<file path="src/rtl/countdown_ctrl_if.sv">
// Handshake and counter-control bundle between the character source / down-counter
// (master side) and the countdown controller (slave side).
interface countdown_ctrl_if;
    logic [7:0]  char_in;
    logic        char_valid;
    logic        char_ready;
    logic [15:0] ascii_out;
    logic        load;
    logic        decrement;
    logic        cnt_done;
    logic        busy;
    logic        finished;
    logic        error;

    modport master (
        output char_in, char_valid, cnt_done,
        input  char_ready, ascii_out, load, decrement, busy, finished, error
    );

    modport slave (
        input  char_in, char_valid, cnt_done,
        output char_ready, ascii_out, load, decrement, busy, finished, error
    );
endinterface

</file>
<file path="src/rtl/countdown_ctrl.sv">
// Front-end controller for the two-digit ASCII down-counter: assembles a two-digit
// preset from an ASCII byte stream, loads the counter, paces decrement pulses and
// reports completion once the counter's done flag is seen after at least one tick.
module countdown_ctrl #(
    parameter int TICK_CYCLES = 100
) (
    input  logic             clock,
    input  logic             reset,
    countdown_ctrl_if.slave  bus
);
    localparam int TW = (TICK_CYCLES > 2) ? $clog2(TICK_CYCLES) : 1;
    localparam logic [TW-1:0] TICK_LAST = TW'(TICK_CYCLES - 1);
    // Decrement is registered, so it is raised one count early to land on TICK_LAST.
    localparam logic [TW-1:0] TICK_PRE  = TW'(TICK_CYCLES - 2);
    localparam logic [7:0]  CH_ZERO  = 8'h30;
    localparam logic [7:0]  CH_CLEAR = 8'h43;
    localparam logic [15:0] PAIR_ZERO = 16'h3030;

    typedef enum logic [2:0] {IDLE, DIGIT1, LOAD, RUN, FINISH} state_t;

    state_t        state;
    logic [TW-1:0] tick;
    logic          check;
    logic          accept;
    logic          is_digit;
    logic          is_clear;

    // The only cycle the controller refuses characters is the load cycle.
    assign bus.char_ready = (state != LOAD);
    assign accept   = bus.char_valid & bus.char_ready;
    assign is_digit = (bus.char_in >= 8'h30) && (bus.char_in <= 8'h39);
    assign is_clear = (bus.char_in == CH_CLEAR);

    // Control FSM with all outputs registered; pulses default low every cycle and an
    // error is not re-raised on the cycle right after one, keeping every pulse single-cycle.
    always_ff @(posedge clock or posedge reset) begin
        if (reset) begin
            state         <= IDLE;
            bus.ascii_out <= PAIR_ZERO;
            bus.load      <= 1'b0;
            bus.decrement <= 1'b0;
            bus.error     <= 1'b0;
            bus.busy      <= 1'b0;
            bus.finished  <= 1'b0;
            tick          <= '0;
            check         <= 1'b0;
        end else begin
            bus.load      <= 1'b0;
            bus.decrement <= 1'b0;
            bus.error     <= 1'b0;
            case (state)
                IDLE, FINISH: begin
                    if (accept) begin
                        bus.finished <= 1'b0;
                        if (is_digit) begin
                            bus.ascii_out[15:8] <= bus.char_in;
                            state <= DIGIT1;
                        end else begin
                            bus.error <= ~bus.error;
                            state <= IDLE;
                        end
                    end
                end
                DIGIT1: begin
                    if (accept) begin
                        if (is_digit && !(bus.ascii_out[15:8] == CH_ZERO && bus.char_in == CH_ZERO)) begin
                            bus.ascii_out[7:0] <= bus.char_in;
                            bus.load <= 1'b1;
                            bus.busy <= 1'b1;
                            state    <= LOAD;
                        end else begin
                            // Non-digit or a "00" preset: nothing to count, start over.
                            bus.error     <= ~bus.error;
                            bus.ascii_out <= PAIR_ZERO;
                            state         <= IDLE;
                        end
                    end
                end
                LOAD: begin
                    tick  <= '0;
                    check <= 1'b0;
                    state <= RUN;
                end
                RUN: begin
                    if (accept && is_clear) begin
                        // Abort beats both a due decrement and a done check.
                        bus.ascii_out <= PAIR_ZERO;
                        bus.busy      <= 1'b0;
                        state         <= IDLE;
                    end else if (check && bus.cnt_done) begin
                        bus.busy     <= 1'b0;
                        bus.finished <= 1'b1;
                        state        <= FINISH;
                    end else begin
                        tick <= (tick == TICK_LAST) ? '0 : tick + TW'(1);
                        if (tick == TICK_PRE) bus.decrement <= 1'b1;
                        // done is only trusted once this run has ticked the counter,
                        // so a flag left over from the previous run is ignored.
                        if (bus.decrement) check <= 1'b1;
                    end
                end
                default: state <= IDLE;
            endcase
        end
    end
endmodule

</file>
<file path="src/flat_wrapper.sv">
// flat-port wrapper written by rule: the top's interface ports become plain ports
module countdown_ctrl_flat 
#(
    parameter int TICK_CYCLES = 100
)
  (clock, reset, bus_char_in, bus_char_valid, bus_cnt_done, bus_char_ready, bus_ascii_out, bus_load, bus_decrement, bus_busy, bus_finished, bus_error);
  countdown_ctrl_if bus_i ();
  input  logic clock;
  input  logic reset;
  input wire logic [$bits(bus_i.char_in)-1:0] bus_char_in;
  input wire logic [$bits(bus_i.char_valid)-1:0] bus_char_valid;
  input wire logic [$bits(bus_i.cnt_done)-1:0] bus_cnt_done;
  output wire logic [$bits(bus_i.char_ready)-1:0] bus_char_ready;
  output wire logic [$bits(bus_i.ascii_out)-1:0] bus_ascii_out;
  output wire logic [$bits(bus_i.load)-1:0] bus_load;
  output wire logic [$bits(bus_i.decrement)-1:0] bus_decrement;
  output wire logic [$bits(bus_i.busy)-1:0] bus_busy;
  output wire logic [$bits(bus_i.finished)-1:0] bus_finished;
  output wire logic [$bits(bus_i.error)-1:0] bus_error;
  assign bus_i.char_in = bus_char_in;
  assign bus_i.char_valid = bus_char_valid;
  assign bus_i.cnt_done = bus_cnt_done;
  assign bus_char_ready = bus_i.char_ready;
  assign bus_ascii_out = bus_i.ascii_out;
  assign bus_load = bus_i.load;
  assign bus_decrement = bus_i.decrement;
  assign bus_busy = bus_i.busy;
  assign bus_finished = bus_i.finished;
  assign bus_error = bus_i.error;
  countdown_ctrl #(.TICK_CYCLES(TICK_CYCLES)) u_core (.clock(clock), .reset(reset), .bus(bus_i));
endmodule
</file>
<file path="config.mk">
export PLATFORM = sky130hd
export DESIGN_NAME = countdown_ctrl_flat
export DESIGN_NICKNAME = d
export VERILOG_FILES = /design/src/rtl/countdown_ctrl_if.sv /design/src/rtl/countdown_ctrl.sv /design/src/flat_wrapper.sv
export SDC_FILE = /design/constraint.sdc
export NUM_CORES = 1
export LEC_CHECK = 0
export ABC_AREA = 1
export CAP_MARGIN = 20
export CORE_MARGIN = 2
export CORE_UTILIZATION = 46
export CTS_CLUSTER_DIAMETER = 30
export DETAILED_ROUTE_END_ITERATION = 10
export GPL_ROUTABILITY_DRIVEN = 0
export PLACE_DENSITY = 0.8
export SLEW_MARGIN = 20
export SYNTH_ARGS = -nofsm -noshare
export SYNTH_HDL_FRONTEND = slang
export SYNTH_SLANG_ARGS = --single-unit
</file>
<file path="constraint.sdc">
create_clock -name clock -period 1.2 [get_ports clock]
set_input_delay 0.36 -clock clock [delete_from_list [all_inputs] [get_ports clock]]
set_output_delay 0.36 -clock clock [all_outputs]
set_load 0.01 [all_outputs]
</file>
==> flow_metrics.env, run 1 <==
export IMPL_outcome="complete, but fails checks"
export IMPL_failed_checks="negative setup slack"
export IMPL_via_count=1926
export IMPL_fin_tns_setup_ns=-8.768
export IMPL_grt_max_degree=33
export IMPL_portBuffers=33
export IMPL_die_x_um=66.11
export IMPL_rr_startpoint="u_core.state[2]"
export IMPL_avgSynthCellArea_um2=8.101
export IMPL_layout_commonest_cell="buf_4"
export IMPL_clock_fmax_mhz=650.7
export IMPL_critPathKind="reg -> reg"
export IMPL_grt_usage_pct=25.07
export IMPL_antenna_cells=0
export IMPL_hold_viol=0
export IMPL_rsz0062_at_grt="yes"
export IMPL_reg2reg_setup_slack_ns=-0.34
export IMPL_insertion_delay_ns=0.30
export IMPL_gr_total_overflow=0
export IMPL_syn_num_nets=233
export IMPL_min_delay_path_class="in -> async"
export IMPL_grt_first_pass_wirelength_mm=8.231
export IMPL_powerDensity_nw_per_um2=1151
export IMPL_ios=34
export IMPL_clkSinkCount=32
export IMPL_htree_levels=2
export IMPL_p_clk_share_pct=30.5
export IMPL_cts_root_buf="clkbuf_8"
export IMPL_synth_compound_area_share_pct=5.571
export IMPL_slew_headroom_pct=75.69
export IMPL_synthMuxAreaShare_pct=0
export IMPL_p_sw_share_pct=30.13
export IMPL_min_period_ns=1.537
export IMPL_cp_data_required_time_ns=1.42
export IMPL_initial_core_util_pct=48.10
export IMPL_ant_nets=0
export IMPL_slew_viol_final=0
export IMPL_yosysTopAreaCell="dfrtp_1"
export IMPL_synthAdderAreaFrac_pct=1.410
export IMPL_cp_max_fo=6
export IMPL_yosys_warnings=0
export IMPL_synthXorXnorAreaFrac_pct=0.9873
export IMPL_drv_cap=0
export IMPL_synthDistinctLibCells=33
export IMPL_drc=0
export IMPL_sequentialPowerShare_pct=39.7
export IMPL_p_comb_share_pct=29.8
export IMPL_dieArea_um2=4370
export IMPL_synth_area_leaders="dfrtp_1 39%, nand2_1 13%, dfstp_2 5.9%, inv_1 5.7%, nor2_1 5.3%"
export IMPL_whs_ns=0.4082
export IMPL_die_y_um=66.11
export IMPL_drive_above_1_share_pct=57.01
export IMPL_leakagePower_uw=0.001588
export IMPL_core_region_area_um2=3689
export IMPL_finalCritPeriodShare_pct=128.1
export IMPL_async_flop_share_pct=100.0
export IMPL_cp_arrival_ns=1.75
export IMPL_wirelength_mm=5.802
export IMPL_worst_pin_slew_ns=0.3618
export IMPL_synth_simple_gate_area_share_pct=37.94
export IMPL_internal_power_uw=2416
export IMPL_drt_pass1_iterations=4
export IMPL_path_clk_slew_ns=0.08
export IMPL_fin_ws_ns=-0.3367
export IMPL_yosysSeqAreaShare_pct=45.42
export IMPL_area_growth_synth_to_final_pct=69.32
export IMPL_clock_skew_ns=0.008624
export IMPL_num_rows=22
export IMPL_synth_cells=219
export IMPL_synth_top_family_by_area="simple AND/OR/NAND/NOR gates"
export IMPL_start_kind="flip-flop"
export IMPL_end_kind="flip-flop"
export IMPL_syn_area_um2=1774
export IMPL_via_per_inst=5.122
export IMPL_grt_pass1_vias=1853
export IMPL_r2r_end="u_core.tick[2]"
export IMPL_max_vdd_ir_drop_v=0.001034
export IMPL_dp_slack_ns=-0.7029
export IMPL_nNetsFinal=341
export IMPL_reg2reg_depth=9
export IMPL_drtIter0Drc=159
export IMPL_cts_buffers=5
export IMPL_ys_ff_latch=32
export IMPL_cts_buffer_depth=2
export IMPL_wire_per_inst_um=15.43
export IMPL_setup_violations=41
export IMPL_antenna_found_initial=0
export IMPL_synth_edf_count=0
export IMPL_yosysTopAreaCellShare_pct=39.49
export IMPL_cts_tree="yes"
export IMPL_cts_hold_buffers=0
export IMPL_power_switching_uw=1042
export IMPL_dp_hpwl_mm=3.110
export IMPL_final_cell_mix="57 x buf_4, 39 x nand2_1, 27 x dfrtp_1"
export IMPL_ys_flop_type="dfrtp_1"
-- cell type report --
cell class              count  area, µm²
multi-input cells         152       1050
well taps                  48      60.06
inverters                  33      140.1
clock inverters             3      42.54
flip-flops and latches     32      807.0
repair buffers            103      835.8
fillers                   213      684.4
clock buffers               5      68.82
-- worst max path at each step --
| stage | from | depth (start not counted) | slack [ns] | end |
|---|---|---|---|---|
| 2_1_floorplan | u_core.bus.ascii_out[13] | 9 | -0.15 | u_core.bus.ascii_out[8] |
| 3_3_place_gp | bus_char_in[6] | 9 | -0.65 | u_core.bus.ascii_out[10] |
| 3_5_place_dp | bus_char_in[1] | 9 | -0.70 | u_core.bus.ascii_out[10] |
| 4_1_cts | u_core.bus.ascii_out[13] | 9 | -0.26 | u_core.bus.ascii_out[10] |
| 5_1_grt | u_core.state[2] | 8 | -0.41 | u_core.bus.ascii_out[9] |
| 6_report | u_core.state[2] | 9 | -0.34 | u_core.tick[2] |
-- cells by family (layout without fill, tap and decap cells) --
logic type	after synthesis	count (layout)
and+or+nand+nor	132	132
buffers and inverters	35	144
xor gates and xnor gates	2	2
AOI/OAI and AO/OA	16	16
DFF	32	32
adders and majority gates	2	2
-- routing by layer --
layer / vias to the layer above / track usage (%) / share of wire, %
li1: 905 / - / -
met1: 923 / 30.10 / 39
met2: 82 / 43.63 / 53
met3: 16 / 4.940 / 5.3
met4: 0 / 10.20 / 2.8
met5: - / 0 / 0
-- critical path, cell delays in order (launching register included) --
cell and delay [ns]:
dfrtp_1 0.41, buf_6 0.14, nor2_4 0.15, nand2_4 0.12, clkinv_4 0.09, nand3_4 0.15, nand2_4 0.16, buf_12 0.14
nand2_2 0.04, o21ai_1 0.07
-- cells in the mapped netlist (4+ instances only) --
master	number
nand2_1	62
dfrtp_1	28
inv_1	27
nor2_1	25
nand4_1	11
nand3_1	10
o21ai_0	5
dfstp_2	4
nor2_4	4
o21ai_1	4
-- registers in the layout (all words and copies together), names as in the netlist --
register	flops
u_core.bus.decrement	1
u_core.state	3
u_core.tick	7
u_core.bus.busy	1
u_core.bus.error	1
u_core.bus.ascii_out	16
u_core.bus.load	1
u_core.bus.finished	1
u_core.check	1
-- metrics by stage --
stage	std cells	total power, µW	area, µm²	util [%]
floorplan	219	1722	1831	-
global placement	341	2184	2559	69.37
detailed placement	341	2218	2559	69.37
CTS	366	3338	2816	76.36
global route	376	3612	3004	81.45
finish	376	3458	3004	81.45
-- power groups by stage --
stage / clock [µW] / combinational, µW / sequential (µW)
CTS: 1040 / 944 / 1350
global placement: 0 / 816 / 1370
detailed placement: 0 / 838 / 1380
global route: 1110 / 1120 / 1390
finish: 1050 / 1030 / 1370
floorplan: 0 / 287 / 1440
-- timing repair --
item	in CTS	in global routing
endpoints found under the setup margin	54	47
setup buffers	17	10
pin swaps	16	19
gates resized for setup	130	39
Power figures use the tool's default switching activity.
==> inputs of run 2 (changes only) <==
--- a/config.mk
+++ b/config.mk
@@ -8,11 +8,12 @@
 export ABC_AREA = 1
 export CAP_MARGIN = 20
 export CORE_MARGIN = 2
-export CORE_UTILIZATION = 46
+export CORE_UTILIZATION = 55
 export CTS_CLUSTER_DIAMETER = 30
 export DETAILED_ROUTE_END_ITERATION = 10
 export GPL_ROUTABILITY_DRIVEN = 0
-export PLACE_DENSITY = 0.8
+export PLACE_DENSITY = 0.89
+export REMOVE_ABC_BUFFERS = 1
 export SLEW_MARGIN = 20
 export SYNTH_ARGS = -nofsm -noshare
 export SYNTH_HDL_FRONTEND = slang
==> constraint.sdc (replaced) <==
create_clock -name clock -period 1.85 [get_ports clock]
set_input_delay 0.555 -clock clock [delete_from_list [all_inputs] [get_ports clock]]
set_output_delay 0.555 -clock clock [all_outputs]
set_load 0.01 [all_outputs]
==> run 2 against run 1 <==
Net effect: the run now ends clean; wire length fell by 29%; combinational power fell by 57%; via count fell by 13%; core utilization fell by 2.1 points; hold slack improved by 0.083 ns; first-iteration DRC count fell by 59%; sequential power fell by 36%; final cell count fell by 13%; sequential share of layout area rose by 6.4 points; setup slack improved by 0.37 ns; largest cell class unchanged; highest routed layer unchanged.
==> flow_metrics.env, run 2 (synthesis results as in run 1) <==
export IMPL_use_met2_pct=43.47
export IMPL_busiest_layer="met2"
export IMPL_place_inst=315
export IMPL_min_delay_path_class="reg -> reg"
export IMPL_clock_skew_ns=0.01262
export IMPL_ant_nets=0
export IMPL_clock_fmax_mhz=550.8
export IMPL_die_x_um=60.80
export IMPL_cts_buffer_depth=2
export IMPL_final_cell_mix="61 x nand2_1, 28 x dfrtp_1, 27 x inv_1"
export IMPL_setup_violations=0
export IMPL_fin_cells=326
export IMPL_grt_pass1_vias=1631
export IMPL_finalPower_uw=1851
export IMPL_worst_pin_slew_ns=0.3602
export IMPL_drtIter0Drc=65
export IMPL_end_kind="output port"
export IMPL_slew_headroom_pct=75.84
export IMPL_layout_commonest_cell="nand2_1"
export IMPL_via_count=1677
export IMPL_cp_data_required_time_ns=1.29
export IMPL_insertion_delay_ns=0.35
export IMPL_hold_viol=0
export IMPL_gr_total_overflow=0
export IMPL_drive_above_1_share_pct=22.70
export IMPL_cp_arrival_ns=1.26
export IMPL_path_clk_slew_ns=0.09
export IMPL_largest_register="u_core.bus.ascii_out"
export IMPL_via_per_inst=5.144
export IMPL_min_period_ns=1.816
export IMPL_start_kind="flip-flop"
export IMPL_whs_ns=0.4912
export IMPL_cts_tree="yes"
export IMPL_wire_per_inst_um=12.65
export IMPL_grt_usage_pct=25.38
export IMPL_outcome="complete, no violations"
export IMPL_critPathKind="reg -> out"
export IMPL_dieArea_um2=3696
export IMPL_num_rows=20
export IMPL_cts_root_buf="clkbuf_4"
export IMPL_grt_max_degree=33
export IMPL_powerDensity_nw_per_um2=763.8
export IMPL_largest_register_ffs=16
export IMPL_grtUsageMet1_pct=28.88
export IMPL_leakagePower_uw=0.001332
export IMPL_finalCritPeriodShare_pct=98.14
export IMPL_area_growth_synth_to_final_pct=36.60
export IMPL_antenna_cells=0
export IMPL_wirelength_mm=4.124
export IMPL_die_y_um=60.80
export IMPL_slew_viol_final=0
export IMPL_max_vdd_ir_drop_v=0.0005748
export IMPL_dp_hpwl_mm=3.058
export IMPL_portBuffers=33
export IMPL_cp_max_fo=4
export IMPL_initial_core_util_pct=58.11
export IMPL_fin_tns_setup_ns=0
export IMPL_grt_first_pass_wirelength_mm=6.872
export IMPL_final_util_pct=79.39
export IMPL_drv_cap=0
export IMPL_reg_top3="u_core.bus.ascii_out x16, u_core.tick x7, u_core.state x3"
export IMPL_drt_pass1_iterations=4
export IMPL_cts_buffers=5
export IMPL_drc=0
export IMPL_antenna_found_initial=0
export IMPL_use_met3_pct=7.036
export IMPL_core_region_area_um2=3053
export IMPL_clkSinkCount=32
export IMPL_htree_levels=2
export IMPL_cts_hold_buffers=0
export IMPL_nNetsFinal=295
export IMPL_ios=34
## run 2: cell types whose count changed in the layout (fill, tap and decap cells not counted), moves of 9 or more
cell	previous run	this run
buf_2	17	0
inv_2	14	3
buf_6	14	0
buf_4	57	23
clkdlybuf4s50_1	3	22
nand2_2	16	4
nand2_1	39	61
nor2_1	15	24
nand2_4	12	3
inv_1	15	27
## run 2: through the flow
stage | worst slack (ns) | instance area, µm²
2_1_floorplan | 0.3514 | 1752
3_3_place_gp | -0.1611 | 2307
3_5_place_dp | -0.2398 | 2307
4_1_cts | 0.007855 | 2384
5_1_grt | -0.02039 | 2424
6_report | 0.03442 | 2424
## run 2: what timing repair did
item | CTS | global route
hold endpoints to repair | 0 | 0
gates resized for setup | 6 | 8
pin swaps | 0 | 0
setup buffers | 1 | 2
endpoints found under the setup margin | 7 | 13
## run 2: final cells by class
type                       count  area (µm²)
clock buffer                   6       41.29
sequential                    32       805.8
tap                           44       55.05
inverter                      33       131.4
clock inverter                 2       35.03
fill                         194       629.4
timing repair buffer          57       528.0
multi-input combinational    152       827.0
## run 2: worst max-delay path: stages (launching register included)
cell	delay (ns)
dfrtp_1	0.41
inv_2	0.10
nand3_2	0.10
dlygate4sd2_1	0.31
## run 2: worst paths after layout
kind / from / endpoint / depth (start not counted) / slack [ns]
max reg2reg: u_core.state[2] / u_core.bus.ascii_out[2] / 8 / 0.24
max: u_core.state[0] / bus_char_ready / 3 / 0.03
min: u_core.bus.finished / u_core.bus.finished / 2 / 0.49
max in group asynchronous: reset / u_core.bus.ascii_out[5] / 3 / 1.06
min reg2reg: u_core.bus.finished / u_core.bus.finished / 2 / 0.49
min in group asynchronous: reset / u_core.bus.ascii_out[15] / 3 / 0.53
## run 2: where the power goes
part	internal [µW]	switching, µW	total [µW]
Clock	283	243	526
Sequential	813	69.0	882
Combinational	232	211	443
Total	1330	524	1850
## run 2: routing by layer
layer | wire length, µm | share of wire, %
met5 | 0 | 0
met3 | 240 | 5.8
met4 | 102 | 2.5
met2 | 2150 | 52
met1 | 1632 | 40
==> inputs of run 3 (changes only) <==
--- a/config.mk
+++ b/config.mk
@@ -14,6 +14,7 @@
 export GPL_ROUTABILITY_DRIVEN = 0
 export PLACE_DENSITY = 0.89
 export REMOVE_ABC_BUFFERS = 1
+export SETUP_SLACK_MARGIN = 0.1
 export SLEW_MARGIN = 20
 export SYNTH_ARGS = -nofsm -noshare
 export SYNTH_HDL_FRONTEND = slang
==> run 3 against run 2 <==
Net effect: sequential cell count unchanged; sequential power hardly changed; power down 1.3%; fmax increased by 5.6%; clock-buffer cell count unchanged; design area fell by 1.5%; clock skew increased by 0.0030 ns; setup slack improved by 0.097 ns; critical path depth grew 5.
==> flow_metrics.env, run 3 (synthesis results as in run 1) <==
export IMPL_grt_usage_pct=25.38
export IMPL_fin_tns_setup_ns=0
export IMPL_slew_viol_final=0
export IMPL_grt_pass1_vias=1637
export IMPL_internal_power_uw=1299
export IMPL_sequentialPowerShare_pct=48.2
export IMPL_cts_root_buf="clkbuf_4"
export IMPL_clock_fmax_mhz=581.8
export IMPL_min_delay_path_class="reg -> reg"
export IMPL_drive_above_1_share_pct=23.84
export IMPL_max_vdd_ir_drop_v=0.0005722
export IMPL_via_per_inst=5.191
export IMPL_die_x_um=60.80
export IMPL_cts_buffer_depth=2
export IMPL_powerDensity_nw_per_um2=765.1
export IMPL_min_from="u_core.bus.finished"
export IMPL_rsz0062_at_grt="yes"
export IMPL_start_kind="primary input"
export IMPL_setup_violations=0
export IMPL_cts_tree="yes"
export IMPL_dp_slack_ns=-0.2398
export IMPL_antenna_cells=0
export IMPL_reg2reg_depth=8
export IMPL_slew_headroom_pct=75.92
export IMPL_antenna_found_initial=0
export IMPL_largest_register_ffs=16
export IMPL_ant_nets=0
export IMPL_wire_per_inst_um=12.74
export IMPL_path_clk_slew_ns=0.11
export IMPL_cp_data_required_time_ns=2.10
export IMPL_reg2reg_setup_slack_ns=0.24
export IMPL_largest_register="u_core.bus.ascii_out"
export IMPL_final_cell_mix="59 x nand2_1, 28 x dfrtp_1, 27 x inv_1"
export IMPL_outcome="complete, no violations"
export IMPL_rr_startpoint="u_core.state[2]"
export IMPL_dp_hpwl_mm=3.058
export IMPL_fin_ws_ns=0.1313
export IMPL_p_comb_share_pct=22.8
export IMPL_cts_hold_buffers=0
export IMPL_initial_core_util_pct=58.11
export IMPL_hold_path_cell_count=2
export IMPL_hold_viol=0
export IMPL_num_rows=20
export IMPL_power_switching_uw=527.2
export IMPL_r2r_end="u_core.bus.ascii_out[2]"
export IMPL_drt_pass1_iterations=4
export IMPL_nNetsFinal=294
export IMPL_clkSinkCount=32
export IMPL_cts_buffers=5
export IMPL_finalPower_uw=1827
export IMPL_drtIter0Drc=57
export IMPL_htree_levels=2
export IMPL_p_sw_share_pct=28.86
export IMPL_clock_skew_ns=0.01563
export IMPL_p_clk_share_pct=29.0
export IMPL_cp_arrival_ns=1.97
export IMPL_critPathKind="in -> reg"
export IMPL_leakagePower_uw=0.001315
export IMPL_reg_top3="u_core.bus.ascii_out x16, u_core.tick x7, u_core.state x3"
export IMPL_min_period_ns=1.719
export IMPL_whs_ns=0.4866
export IMPL_holdPathEnd="u_core.bus.finished"
export IMPL_cp_max_fo=8
export IMPL_ios=34
export IMPL_finalCritPeriodShare_pct=92.90
export IMPL_end_kind="flip-flop"
export IMPL_wirelength_mm=4.139
export IMPL_grt_max_degree=33
export IMPL_worst_pin_slew_ns=0.3590
export IMPL_insertion_delay_ns=0.35
export IMPL_grt_first_pass_wirelength_mm=6.865
export IMPL_drv_cap=0
export IMPL_die_y_um=60.80
export IMPL_area_growth_synth_to_final_pct=34.56
export IMPL_portBuffers=33
export IMPL_core_region_area_um2=3053
export IMPL_gr_total_overflow=0
export IMPL_drc=0
export IMPL_layout_commonest_cell="nand2_1"
export IMPL_dieArea_um2=3696
export IMPL_fillers=213
export IMPL_via_count=1687
run 3: area by class of cell:
cell class / instances / area (µm²) / share of cell area, %
clock buffer: 6 / 41.29 / 1.730
multi-input combinational: 152 / 834.6 / 34.96
sequential: 32 / 805.8 / 33.75
clock inverter: 2 / 35.03 / 1.468
tap: 44 / 55.05 / 2.306
inverter: 33 / 131.4 / 5.503
timing repair buffer: 56 / 484.2 / 20.28
run 3: power groups by stage:
stage / clock network [µW] / logic, µW / registers [µW]
floorplan: 0 / 167 / 929
global route: 557 / 468 / 897
finish: 529 / 416 / 881
global placement: 0 / 436 / 896
CTS: 532 / 416 / 882
detailed placement: 0 / 453 / 901
run 3: critical path, cell delays in order:
cell	delay, ns
clkdlybuf4s50_1	0.54
inv_1	0.10
a21oi_1	0.23
nor2_4	0.09
nand3_2	0.18
nand3_4	0.14
nand2_1	0.09
nand2_1	0.05
run 3: worst max-delay path by stage:
stage                                from                        to  slack [ns]  depth (start not counted)
after floorplan            bus_char_in[3]            u_core.tick[6]        0.35                          8
after global placement     bus_char_in[2]  u_core.bus.ascii_out[10]       -0.16                          9
after detailed placement   bus_char_in[0]           u_core.state[0]       -0.24                         11
after CTS                 u_core.state[0]            bus_char_ready        0.02                          3
after global routing       bus_char_in[6]  u_core.bus.ascii_out[10]        0.07                          9
final                      bus_char_in[2]  u_core.bus.ascii_out[10]        0.13                          8
run 3: per-layer routing:
layer  track usage [%]  part of all wire, %  vias up
li1                  -                    -      812
met1             28.75                   40      808
met2             43.63                   52       55
met3             7.036                  5.4       12
met4             13.04                  2.2        0
met5                 0                    0        -
run 3: repair_timing:
action	in CTS	in global routing
endpoints found under the hold margin	0	0
pin swaps	0	2
endpoints found under the setup margin	24	17
gates resized for setup	23	7
setup buffers	1	1
run 3: stage by stage:
step / std cells / util, % / cell area [µm²]
after floorplan: 217 / - / 1752
after global placement: 315 / 75.57 / 2307
after detailed placement: 315 / 75.57 / 2307
after CTS: 324 / 77.50 / 2366
after global routing: 325 / 78.20 / 2387
final: 325 / 78.20 / 2387
==> RTL change (config.mk and constraints of run 3) <==
`TICK_CYCLES` is set to 100 in 2 places; all go to 200.
--- a/src/rtl/countdown_ctrl.sv
+++ b/src/rtl/countdown_ctrl.sv
@@ -2,7 +2,7 @@
 // preset from an ASCII byte stream, loads the counter, paces decrement pulses and
 // reports completion once the counter's done flag is seen after at least one tick.
 module countdown_ctrl #(
-    parameter int TICK_CYCLES = 100
+    parameter int TICK_CYCLES = 200
 ) (
     input  logic             clock,
     input  logic             reset,
--- a/src/flat_wrapper.sv
+++ b/src/flat_wrapper.sv
@@ -1,7 +1,7 @@
 // flat-port wrapper written by rule: the top's interface ports become plain ports
 module countdown_ctrl_flat 
 #(
-    parameter int TICK_CYCLES = 100
+    parameter int TICK_CYCLES = 200
 )
   (clock, reset, bus_char_in, bus_char_valid, bus_cnt_done, bus_char_ready, bus_ascii_out, bus_load, bus_decrement, bus_busy, bus_finished, bus_error);
   countdown_ctrl_if bus_i ();
Formal check against the unedited RTL: no difference found for any inputs over 10 cycles, from zero or initial values and one cycle with reset high; that may be too few to reach the edited logic, so the function may still have changed.
==> RTL change against run 3 <==
Sequential cell count is 1 higher; sequential power is 2% lower; power is 7.0% lower; routed wire length is 8.2% higher; setup slack worse by 18 ps; cell area is 3.3% higher; final cell count is 5.2% higher; area after synthesis is 3.9% higher; critical endpoint is now u_core.tick[1]$_DFFE_PP0P_; largest power group unchanged.
==> RTL change: results (changes against run 3) <==
Run status
  • Result of the run: complete, no violations (unchanged)

Global route
  • Wire length of the first global-routing pass: 6.969 mm (was 6.865 mm)
  • Number of antenna violations at the first check in global routing: 0 (unchanged)
  • Maximum number of pins on one net before global-route repair: 34 (was 33)
  • Via count of the first global-routing pass: 1641 (was 1637)
  • Total global-route track usage: 0.2521 (was 0.2538)

Clocking
  • Insertion delay to the later sink of the worst-skew pair: 350 ps (about the same)
  • Reg clk slew, reported paths: 110 ps (about the same)
  • Root buffer cell: clkbuf_4 (unchanged)
  • CTS max path bufs: 2 (unchanged)
  • Max H-tree Level: 2 (unchanged)
  • CTS buffer count: 5 (unchanged)

Power
  • Reported leakage power: 1.342 nW (was 1.315 nW)
  • Peak supply drop: 0.0004300 V (was 0.0005722 V)

Critical path
  • Depth of the worst register-to-register path: 8 (unchanged)
  • Arrival @ worst endpoint: a little under 2000 ps
  • Peak fanout along the critical path: 6 (was 8)

Detailed routing
  • Drt wl/cell: 13.10 um (was 12.74 um)
  • DRT Pass-1 Iters: 4 (unchanged)
  • Number of violations reported at the end of detailed-routing iteration 0: 128 (was 57)
  • Total routed wirelength: 4.480 mm (was 4.139 mm)
  • Mean number of vias per cell: 5.237 (was 5.191)

Final layout
  • Diode count: 0 (unchanged)
  • Final Net Count: 309 (was 294)
  • Fraction of layout cells with a size suffix above 1: 0.2264 (was 0.2384)
  • Fillcell total: 230 (was 213)
  • Largest registers in the final layout: u_core.bus.ascii_out (16), u_core.tick (8), u_core.state (3) (was u_core.bus.ascii_out (16), u_core.tick (7), u_core.state (3))

Timing
  • Final setup violation count: 0 (unchanged)
  • Fin Clk Skew: 7.331 ps (was 15.63 ps)
  • Worst max-slew margin expressed relative to the limit: 0.8070 (was 0.7592)

Yosys
  • Top post-synthesis cells by count: nand2_1 (59), inv_1 (30), nor2_1 (30) (was nand2_1 (62), dfrtp_1 (28), inv_1 (27))
  • Yosys synthesis warning count: 0 (unchanged)
  • Register area share after synthesis: 0.4508 (was 0.4542)
  • Number of distinct library cells after synthesis: 30 (was 33)
  • Asr flop ratio synth: 1.000 (unchanged)
  • Avg Cell Area, Syn: 7.944 sq um (was 8.101 sq um)
  • Predominant post-synthesis flop cell: dfrtp_1 (unchanged)
  • Biggest area contributors in the synthesized netlist: dfrtp_1 (39%), nand2_1 (12%), inv_1 (6.1%) (was dfrtp_1 (39%), nand2_1 (13%), dfstp_2 (5.9%))

Place
  • Placed Cells incl. Taps: 332 (was 315)
  • HPWL reported at the end of detailed placement: 3.214 mm (was 3.058 mm)
  • Input/output buffers: 33 (unchanged)

Hold path
  • Hold Crit Depth: 2 (unchanged)
  • Type of the most critical hold path: flip-flop to flip-flop (unchanged)
==> RTL change: layout make-up <==
type	instances	share of cell area
Tap cell	46	0.02334
Sequential cell	33	0.3369
Multi-Input combinational cell	161	0.3557
Clock buffer	5	0.01522
Timing Repair Buffer	58	0.2070
Inverter	36	0.05479
Clock inverter	3	0.007103
==> RTL change: cell families (layout without fill, tap and decap cells) <==
family / Yosys count / in the layout / share of synthesized area
AND/OR/NAND/NOR: 137 / 137 / 0.3707
buffers and inverters: 38 / 102 / 0.08554
flip-flops: 33 / 33 / 0.4508
AO/OA/AOI/OAI: 19 / 19 / 0.06518
XOR/XNOR: 3 / 3 / 0.01426
adder cells (fa/ha/maj): 2 / 2 / 0.01358
==> RTL change: timing repair <==
action | in CTS | in global routing
endpoints found under the setup margin | 22 | 29
setup buffers | 1 | 1
gates resized for setup | 26 | 11
pin swaps | 0 | 4
hold buffers | 0 | 0
==> RTL change: worst paths after layout <==
path / from / endpoint / slack (ps)
max: bus_char_in[5] / u_core.tick[1]$_DFFE_PP0P_ / 110
min: u_core.bus.ascii_out[12]$_DFFE_PP1P_ / u_core.bus.ascii_out[12]$_DFFE_PP1P_ / 460
max reg2reg: u_core.state[1]$_DFFE_PP0P_ / u_core.bus.decrement$_DFF_PP0_ / 230
min reg2reg: u_core.bus.ascii_out[12]$_DFFE_PP1P_ / u_core.bus.ascii_out[12]$_DFFE_PP1P_ / 460
max in group asynchronous: reset / u_core.bus.ascii_out[13]$_DFFE_PP1P_ / 1060
min in group asynchronous: reset / u_core.bus.ascii_out[1]$_DFFE_PP0P_ / 540
==> RTL change: critical path, stage by stage <==
cell             delay (ps)
clkdlybuf4s50_1         450
nor2_1                  140
nand3_1                 110
nor2_2                  190
nand3_2                 150
nand2_2                 110
inv_1                   100
nand3b_1                100
nand2_1                  60
==> RTL change: power breakdown <==
part           total (mW)  internal, mW  switching [mW]
sequential          0.867         0.799          0.0682
combinational       0.423         0.187           0.236
clock               0.408         0.143           0.265
==> RTL change: metrics by stage <==
| step | setup WS [ps] | total power [mW] | hold slack (ps) | util | instance area, sq um |
|---|---|---|---|---|---|
| 4_1_cts | 111.7 | 1.702 | 466.8 | 0.7406 | 2432 |
| 3_3_place_gp | -202.8 | 1.294 | 457.2 | 0.7288 | 2394 |
| 6_report | 112.9 | 1.698 | 463.9 | 0.7509 | 2466 |
| 3_5_place_dp | -260.8 | 1.316 | 451.1 | 0.7288 | 2394 |
| 5_1_grt | 41.11 | 1.805 | 499.3 | 0.7509 | 2466 |
| 2_1_floorplan | 312.2 | 1.102 | 442.2 | - | 1821 |
==> RTL change: per-layer routing <==
metal  routed length (um)  GRT usage  part of all wire
met3                  273    0.07039             0.061
met4                   80    0.09119             0.018
met5                    0          0                 0
met2                 2221     0.4286              0.50
met1                 1903     0.3055              0.42
